File: src/rtl/seq_det_pkg.sv
// Shared constants for the serial pattern detector: FSM state encoding,
// default widths and a helper for sizing the fill counter.
package seq_det_pkg;

    localparam int PAT_W_DEF = 4;
    localparam int CNT_W_DEF = 8;

    localparam logic [1:0] ST_FILL   = 2'd0;
    localparam logic [1:0] ST_ARMED  = 2'd1;
    localparam logic [1:0] ST_LOCKED = 2'd2;

    // Bits needed to hold a fill level of 0..pat_w inclusive.
    function automatic int fill_width(input int pat_w);
        return $clog2(pat_w + 1);
    endfunction

endpackage

File: src/rtl/sat_counter.sv
// Saturating up-counter with synchronous reset and synchronous clear.
// Holds at all-ones instead of wrapping.
module sat_counter
    import seq_det_pkg::*;
#(
    parameter int WIDTH = CNT_W_DEF
) (
    input  logic             clk,
    input  logic             reset,
    input  logic             clr,
    input  logic             inc,
    output logic [WIDTH-1:0] value
);

    localparam logic [WIDTH-1:0] MAX_VAL = '1;

    logic [WIDTH-1:0] value_q;
    logic [WIDTH-1:0] value_d;

    // Next value: clear wins over increment; increment stops at MAX_VAL.
    always_comb begin
        value_d = value_q;
        if (clr) begin
            value_d = '0;
        end else if (inc && (value_q != MAX_VAL)) begin
            value_d = value_q + 1'b1;
        end
    end

    // Counter register with synchronous active-high reset.
    always_ff @(posedge clk) begin
        if (reset) begin
            value_q <= '0;
        end else begin
            value_q <= value_d;
        end
    end

    assign value = value_q;

endmodule

File: src/rtl/seq_detector_param.sv
// Serial bit-pattern detector with overlap / non-overlap modes, optional
// lock-after-first-match, soft clear and a saturating match counter.
//
//   state     | meaning
//   ----------+----------------------------------------------------------
//   ST_FILL   | fewer than PAT_W valid bits collected since last restart
//   ST_ARMED  | history holds PAT_W valid bits; every accepted bit compares
//   ST_LOCKED | a match occurred with lock=1; input ignored until clear
//
// All outputs come straight from flops. The pattern and mode inputs are
// looked at only on the edge that accepts a bit, so a pattern change while
// armed applies to the next accepted bit without restarting the fill.
module seq_detector_param
    import seq_det_pkg::*;
#(
    parameter int PAT_W = PAT_W_DEF,
    parameter int CNT_W = CNT_W_DEF
) (
    input  logic             clk,
    input  logic             reset,
    input  logic             x_valid,
    input  logic             x,
    input  logic [PAT_W-1:0] pattern,
    input  logic             overlap,
    input  logic             lock,
    input  logic             clear,
    output logic             match,
    output logic             locked,
    output logic [CNT_W-1:0] count
);

    localparam int              FW        = fill_width(PAT_W);
    localparam logic [FW-1:0]   FILL_FULL = FW'(PAT_W);

    logic [1:0]       state_q,  state_d;
    logic [PAT_W-1:0] hist_q,   hist_d;
    logic [FW-1:0]    fill_q,   fill_d;
    logic             match_q,  match_d;
    logic             locked_q, locked_d;

    logic [PAT_W-1:0] hist_shift;
    logic [FW-1:0]    fill_inc;
    logic             accept;
    logic             hit;

    // Candidate history/fill if the current bit is accepted; the newest bit
    // enters the LSB so pattern[PAT_W-1] lines up with the oldest bit.
    always_comb begin
        hist_shift = {hist_q[PAT_W-2:0], x};
        fill_inc   = (fill_q == FILL_FULL) ? fill_q : fill_q + 1'b1;
        accept     = x_valid && (state_q != ST_LOCKED) && !clear;
        hit        = accept && (hist_shift == pattern) && (fill_inc == FILL_FULL);
    end

    // Next-state logic: clear beats a bit in the same cycle; a match with
    // overlap=0 restarts the fill so the next match needs PAT_W fresh bits.
    always_comb begin
        state_d  = state_q;
        hist_d   = hist_q;
        fill_d   = fill_q;
        locked_d = locked_q;
        match_d  = 1'b0;
        if (clear) begin
            state_d  = ST_FILL;
            hist_d   = '0;
            fill_d   = '0;
            locked_d = 1'b0;
        end else if (accept) begin
            hist_d  = hist_shift;
            fill_d  = (hit && !overlap) ? '0 : fill_inc;
            match_d = hit;
            if (hit && lock) begin
                state_d  = ST_LOCKED;
                locked_d = 1'b1;
            end else if (fill_d == FILL_FULL) begin
                state_d = ST_ARMED;
            end else begin
                state_d = ST_FILL;
            end
        end
    end

    // Detector registers with synchronous active-high reset.
    always_ff @(posedge clk) begin
        if (reset) begin
            state_q  <= ST_FILL;
            hist_q   <= '0;
            fill_q   <= '0;
            match_q  <= 1'b0;
            locked_q <= 1'b0;
        end else begin
            state_q  <= state_d;
            hist_q   <= hist_d;
            fill_q   <= fill_d;
            match_q  <= match_d;
            locked_q <= locked_d;
        end
    end

    sat_counter #(
        .WIDTH (CNT_W)
    ) u_match_cnt (
        .clk   (clk),
        .reset (reset),
        .clr   (clear),
        .inc   (hit),
        .value (count)
    );

    assign match  = match_q;
    assign locked = locked_q;

endmodule
File: config.mk
export PLATFORM = sky130hd
export DESIGN_NAME = seq_detector_param
export DESIGN_NICKNAME = d
export VERILOG_FILES = /design/src/rtl/seq_det_pkg.sv /design/src/rtl/sat_counter.sv /design/src/rtl/seq_detector_param.sv
export SDC_FILE = /design/constraint.sdc
export NUM_CORES = 1
export LEC_CHECK = 0
export ABC_CLOCK_PERIOD_IN_PS = 2500
export CORE_MARGIN = 4
export CORE_UTILIZATION = 51
export CTS_BUF_LIST = sky130_fd_sc_hd__clkbuf_8
export DETAILED_ROUTE_END_ITERATION = 10
export HOLD_SLACK_MARGIN = 0.08
export MAX_ROUTING_LAYER = met4
export PLACE_DENSITY_LB_ADDON = 0.08
export SLEW_MARGIN = 30
export SYNTH_ARGS = -nofsm -noshare
export SYNTH_HDL_FRONTEND = slang
export SYNTH_SLANG_ARGS = --single-unit
File: constraint.sdc
create_clock -name clk -period 2.5 [get_ports clk]
set_input_delay 0.5 -clock clk [delete_from_list [all_inputs] [get_ports clk]]
set_output_delay 0.5 -clock clk [all_outputs]
set_load 0.01 [all_outputs]
# After elaboration in Yosys (flattened, before gate mapping)

Index checks and enable logic that the tools add are counted.

Bits of input ports: 11
Memories kept: 0
Output and inout bits: 10
Bits in writable memories: 0
Latch bits: 0
Bits in registers: 18
Memory bits (read-only): 0
Word-level logic and storage cells: 31

Bitwise logic cells: 1
Magnitude comparators: 0
Reduce and logical (&&, ||, !) cells: 12
Mux-type cells: 4
Equality and inequality tests: 6
Shifts and indexed selects: 0
Divide/modulo/power cells: 0
Add/subtract/negate cells: 2
Multipliers: 0

Operator list:

| kind                  | count |
|---|---|
| $eq A3 B3 Y1 const B  | 3 |
| $add A8 B1 Y8 const B | 1 |
| $ne A8 B8 Y1 const B  | 1 |
| $logic_and A1 B1 Y1   | 7 |
| $mux W3               | 2 |
| $eq A4 B4 Y1          | 1 |
| $add A3 B1 Y3 const B | 1 |
| $reduce_or A3 Y1      | 1 |
| $logic_not A1 Y1      | 2 |
| $mux W2               | 1 |
| $ne A2 B2 Y1 const B  | 1 |
| $reduce_and A2 Y1     | 1 |
| $reduce_or A2 Y1      | 1 |
| $mux W1               | 1 |
| $not A1 Y1            | 1 |

# Logic depth before layout (Yosys ltp)

Depth in word-level cells: 10
Depth in mapped cells: 8
Depth with buffers taken out: 7

# Hierarchy

A second synthesis with hierarchy kept.

Cell total of the unflattened synthesis: 115
Area total of the unflattened synthesis: 985.9 um2

Modules (own cells, without submodules):

| module             | cells each | area an instance (um2) | times used | seq. area each (um2) |
|---|---|---|---|---|
| seq_detector_param | 68         | 550.5                  | 1          | 200.2 |
| sat_counter        | 47         | 435.4                  | 1          | 160.2 |

# Worst setup path after synthesis

Ideal clock, no wire load.

Path type: reg2reg
From: reg fill_q[0]
To: reg u_match_cnt.value_q[2] (netlist: u_match_cnt.value[2])
Library setup time: 0.070 ns
Buffers on the path: 1
Path slack: 0.543 ns
Period minus slack after synthesis: 1.957 ns
Arrival time: 1.887 ns
Stages on the path, launching flop included: 8
Required time: 2.430 ns
Path through: dfxtp_1 > inv_1 > ha_1 > a2111oi_4 > nand4b_2 > buf_6 > or3_1 > a21oi_1

Word-level cells in the longest chain between the ends: 5
Elaborated cells between the ends (all ways): 6
Classes of those cells: add/sub: 1; eq/ne: 2; mux: 1; reduce/logical: 2

RTL lines:

| item                                          | RTL line                 | RTL |
|---|---|---|
| from (decl)                                   | seq_detector_param.sv:37 | `logic [FW-1:0] fill_q, fill_d;` |
| from (signal assigned)                        | seq_detector_param.sv:94 | `fill_q <= fill_d;` |
| $add A3 B1 Y3 or $eq A3 B3 Y1 (tied branches) | seq_detector_param.sv:50 | `fill_inc = (fill_q == FILL_FULL) ? fill_q : fill_q + 1'b1;` |
| $mux W3 (*)                                   | seq_detector_param.sv:50 |  |
| $eq A3 B3 Y1 (*)                              | seq_detector_param.sv:52 | `hit = accept && (hist_shift == pattern) && (fill_inc == FILL_FULL);` |
| $logic_and A1 B1 Y1 (*)                       | seq_detector_param.sv:52 |  |
| $logic_and A1 B1 Y1 (*)                       | sat_counter.sv:25        | `end else if (inc && (value_q != MAX_VAL)) begin` |
| to (signal assigned)                          | sat_counter.sv:35        | `value_q <= value_d;` |
| to (decl)                                     | sat_counter.sv:17        | `logic [WIDTH-1:0] value_q;` |

Every way passes the cells marked *; elsewhere a longest branch is shown, timed or not.
A chain may end at the register's enable or synchronous reset.

# Final worst setup path

From: reg fill_q[0]
To: reg u_match_cnt.value_q[7] (netlist: u_match_cnt.value[7])

Same word-level chain as after synthesis.

==> results.cfg <==
[synth]
synth_ff_type = dfxtp_1
syn-num-nets = 119
synth.avg_cell_area_um2 = 8.83
ys_seq_elements = 18
ys_types = 31
ys_top_cells_by_area = dfxtp_1, xor2_1, nor2_1, a21oi_1, mux2i_1
async_flop_share_pct = 0
synth_area_leader_cell = dfxtp_1
netlist_instances = 105
yosysMostFrequentCell = dfxtp_1
yosys-top-cells-count = dfxtp_1, nor2_1, a21oi_1, nand2_1, nand3_1
syn_area_um2 = 927
ys.warnings.count = 0
synth-edff-count = 0
synth-seq-area-share_pct = 38.9
synth_top_cell_area_share_pct = 38.9

[power]
p_int_mw = 0.421
swShare_pct = 21.8
p_switching_mw = 0.117
power.share.sequential_pct = 53.7
ir_drop_mv = 0.487
clock_power_share_pct = 37.4
comb_power_share_pct = 8.9
power_density_mw_per_mm2 = 444
finalPower_mw = 0.538
power.leakage_nw = 0.407

[setup_path]
crit_arrival_ns = 2.42
path_max_fanout = 11
startpoint_type = flip-flop
worstSetupPathType = reg -> reg
end_kind = flip-flop
required_ns = 2.68
rr_worst_depth = 7

[detailed_routing]
vias = 833
drtIter0Drc = 9
remaining_drc_errors = 0
postRouteAntennaNets = 0
drt-pass1-iter-count = 4
drt-total-wl_mm = 1.93
wl_per_cell_um = 12.5
post_drt_via_cell_ratio = 5.41

[global_route]
track_usage_pct = 17.1
overflow = 0
grt_max_degree = 15
antenna_found_initial = 0
grt_pass1_vias = 761
grt_first_pass_wirelength_mm = 3.13

[timing]
worst_clock_skew_ns = 0.00321
drv_slew = 0
tns_ns = 0
period_minus_slack_ns = 2.24
hold_viol = 0
slew_headroom_pct = 74.7
timing.fmax_mhz = 447
setup_slack_ns = 0.261
finalSetupViolations = 0
worstMarginPinSlew_ns = 0.378
period_share_pct = 89.5
rsz0062_at_grt = false
fin_hold_ws_ns = 0.449

[floorplanning]
die_w_um = 50.6
ios = 21
die_h_um = 50.6
rows = 15
start_util_pct = 53.7
fp.coreArea_mm2 = 0.00173
dieArea_mm2 = 0.00256

[place]
hpwl_mm = 1.40
gp_congestion = 0.720
dp.cells = 151
dp_slack_ns = 0.114
placed_cell_area_mm2 = 0.00117
io_buffers = 20

[layout]
syn2layout_area_growth_pct = 30.6
fill_cells = 151
stdcell_area_mm2 = 0.00121
instances_no_fill = 154
drive_above_1_share_pct = 10.1
antenna_cells = 0
nets = 145
post-route-util_pct = 70.1

[clock_network]
cts_made_buffers = 3
cts_max_level = 1
holdBufCountCts = 0
cts_sinks = 18
post_cts_buffers = 0
ctsResizeCount = 0
cts_root_buffer = clkbuf_8
clock_latency_ns = 0.25
clk_pin_slew_ns = 0.07
cts_tree = yes
cts_buffer_depth = 2

[job]
maxCapViolCount = 0

[min_path]
hp-class = reg -> reg
worstHoldPathCells = 2

[outcome]
status = completed
## worst max-delay path, cell delays in order, from the launching register on
cell      delay [ns]
dfxtp_1         0.40
inv_1           0.09
ha_1            0.24
or3b_1          0.38
nand3_1         0.18
nand4b_2        0.27
or4_1           0.46
a21oi_1         0.15
## state kept, by name, summed over array words and instances (netlist names)
name and cells:
fill_q 3, hist_q 3, match 1, state_q 2
u_match_cnt.value 8, locked 1
## kinds of logic after synthesis
logic type / after synthesis / synth area share, %
simple gates: 43 / 26.7
compound gates: 22 / 15.9
flops: 18 / 38.9
buf+inv: 9 / 4.45
xor+xnor: 6 / 5.67
mux: 4 / 4.32
fa+ha+maj: 3 / 4.05
## final timing paths
kind                                              to       from  slack [ns]
worst max-delay path            u_match_cnt.value[7]  fill_q[0]        0.26
worst min-delay path                          locked     locked        0.45
worst max register to register  u_match_cnt.value[7]  fill_q[0]        0.26
worst min register to register                locked     locked        0.45
## cell type report
type	count	area, µm²	share of cell area (%)
Sequential cell	18	360	29.8
Clock buffer	3	41.3	3.41
Tap cell	25	31.3	2.58
Inverter	6	22.5	1.86
Multi-Input combinational cell	78	526	43.4
Timing Repair Buffer	24	230	19.0
## metal layers
metal  global-route usage (%)  up-vias  wire, µm
met1                     17.1      393       880
li1                         -      420         -
met2                     27.0       16       903
met5                        -        -         0
met3                     4.75        4        85
met4                     15.2        0        55
## power groups by stage
stage	combinational (mW)	sequential, mW	clock, mW
floorplan	0.0243	0.295	0
global placement	0.0476	0.295	0
detailed placement	0.0479	0.295	0
CTS	0.0481	0.289	0.207
global route	0.0508	0.289	0.221
finish	0.0477	0.289	0.201
## placed cells by master (no fill, tap or decap), drive strengths merged, types with 2 or more instances in the layout
cell	Yosys	routed
clkdlybuf4s50	0	20
dfxtp	18	18
nor2	11	11
a21oi	8	8
nand2	8	8
o21ai	8	8
nand3	7	7
inv	6	6
xor2	5	5
mux2i	4	4
or3	4	4
buf	1	4
ha	3	3
clkbuf	2	3
nand2b	3	3
or2	2	2
nand4	2	2
Power figures use the tool's default switching activity.
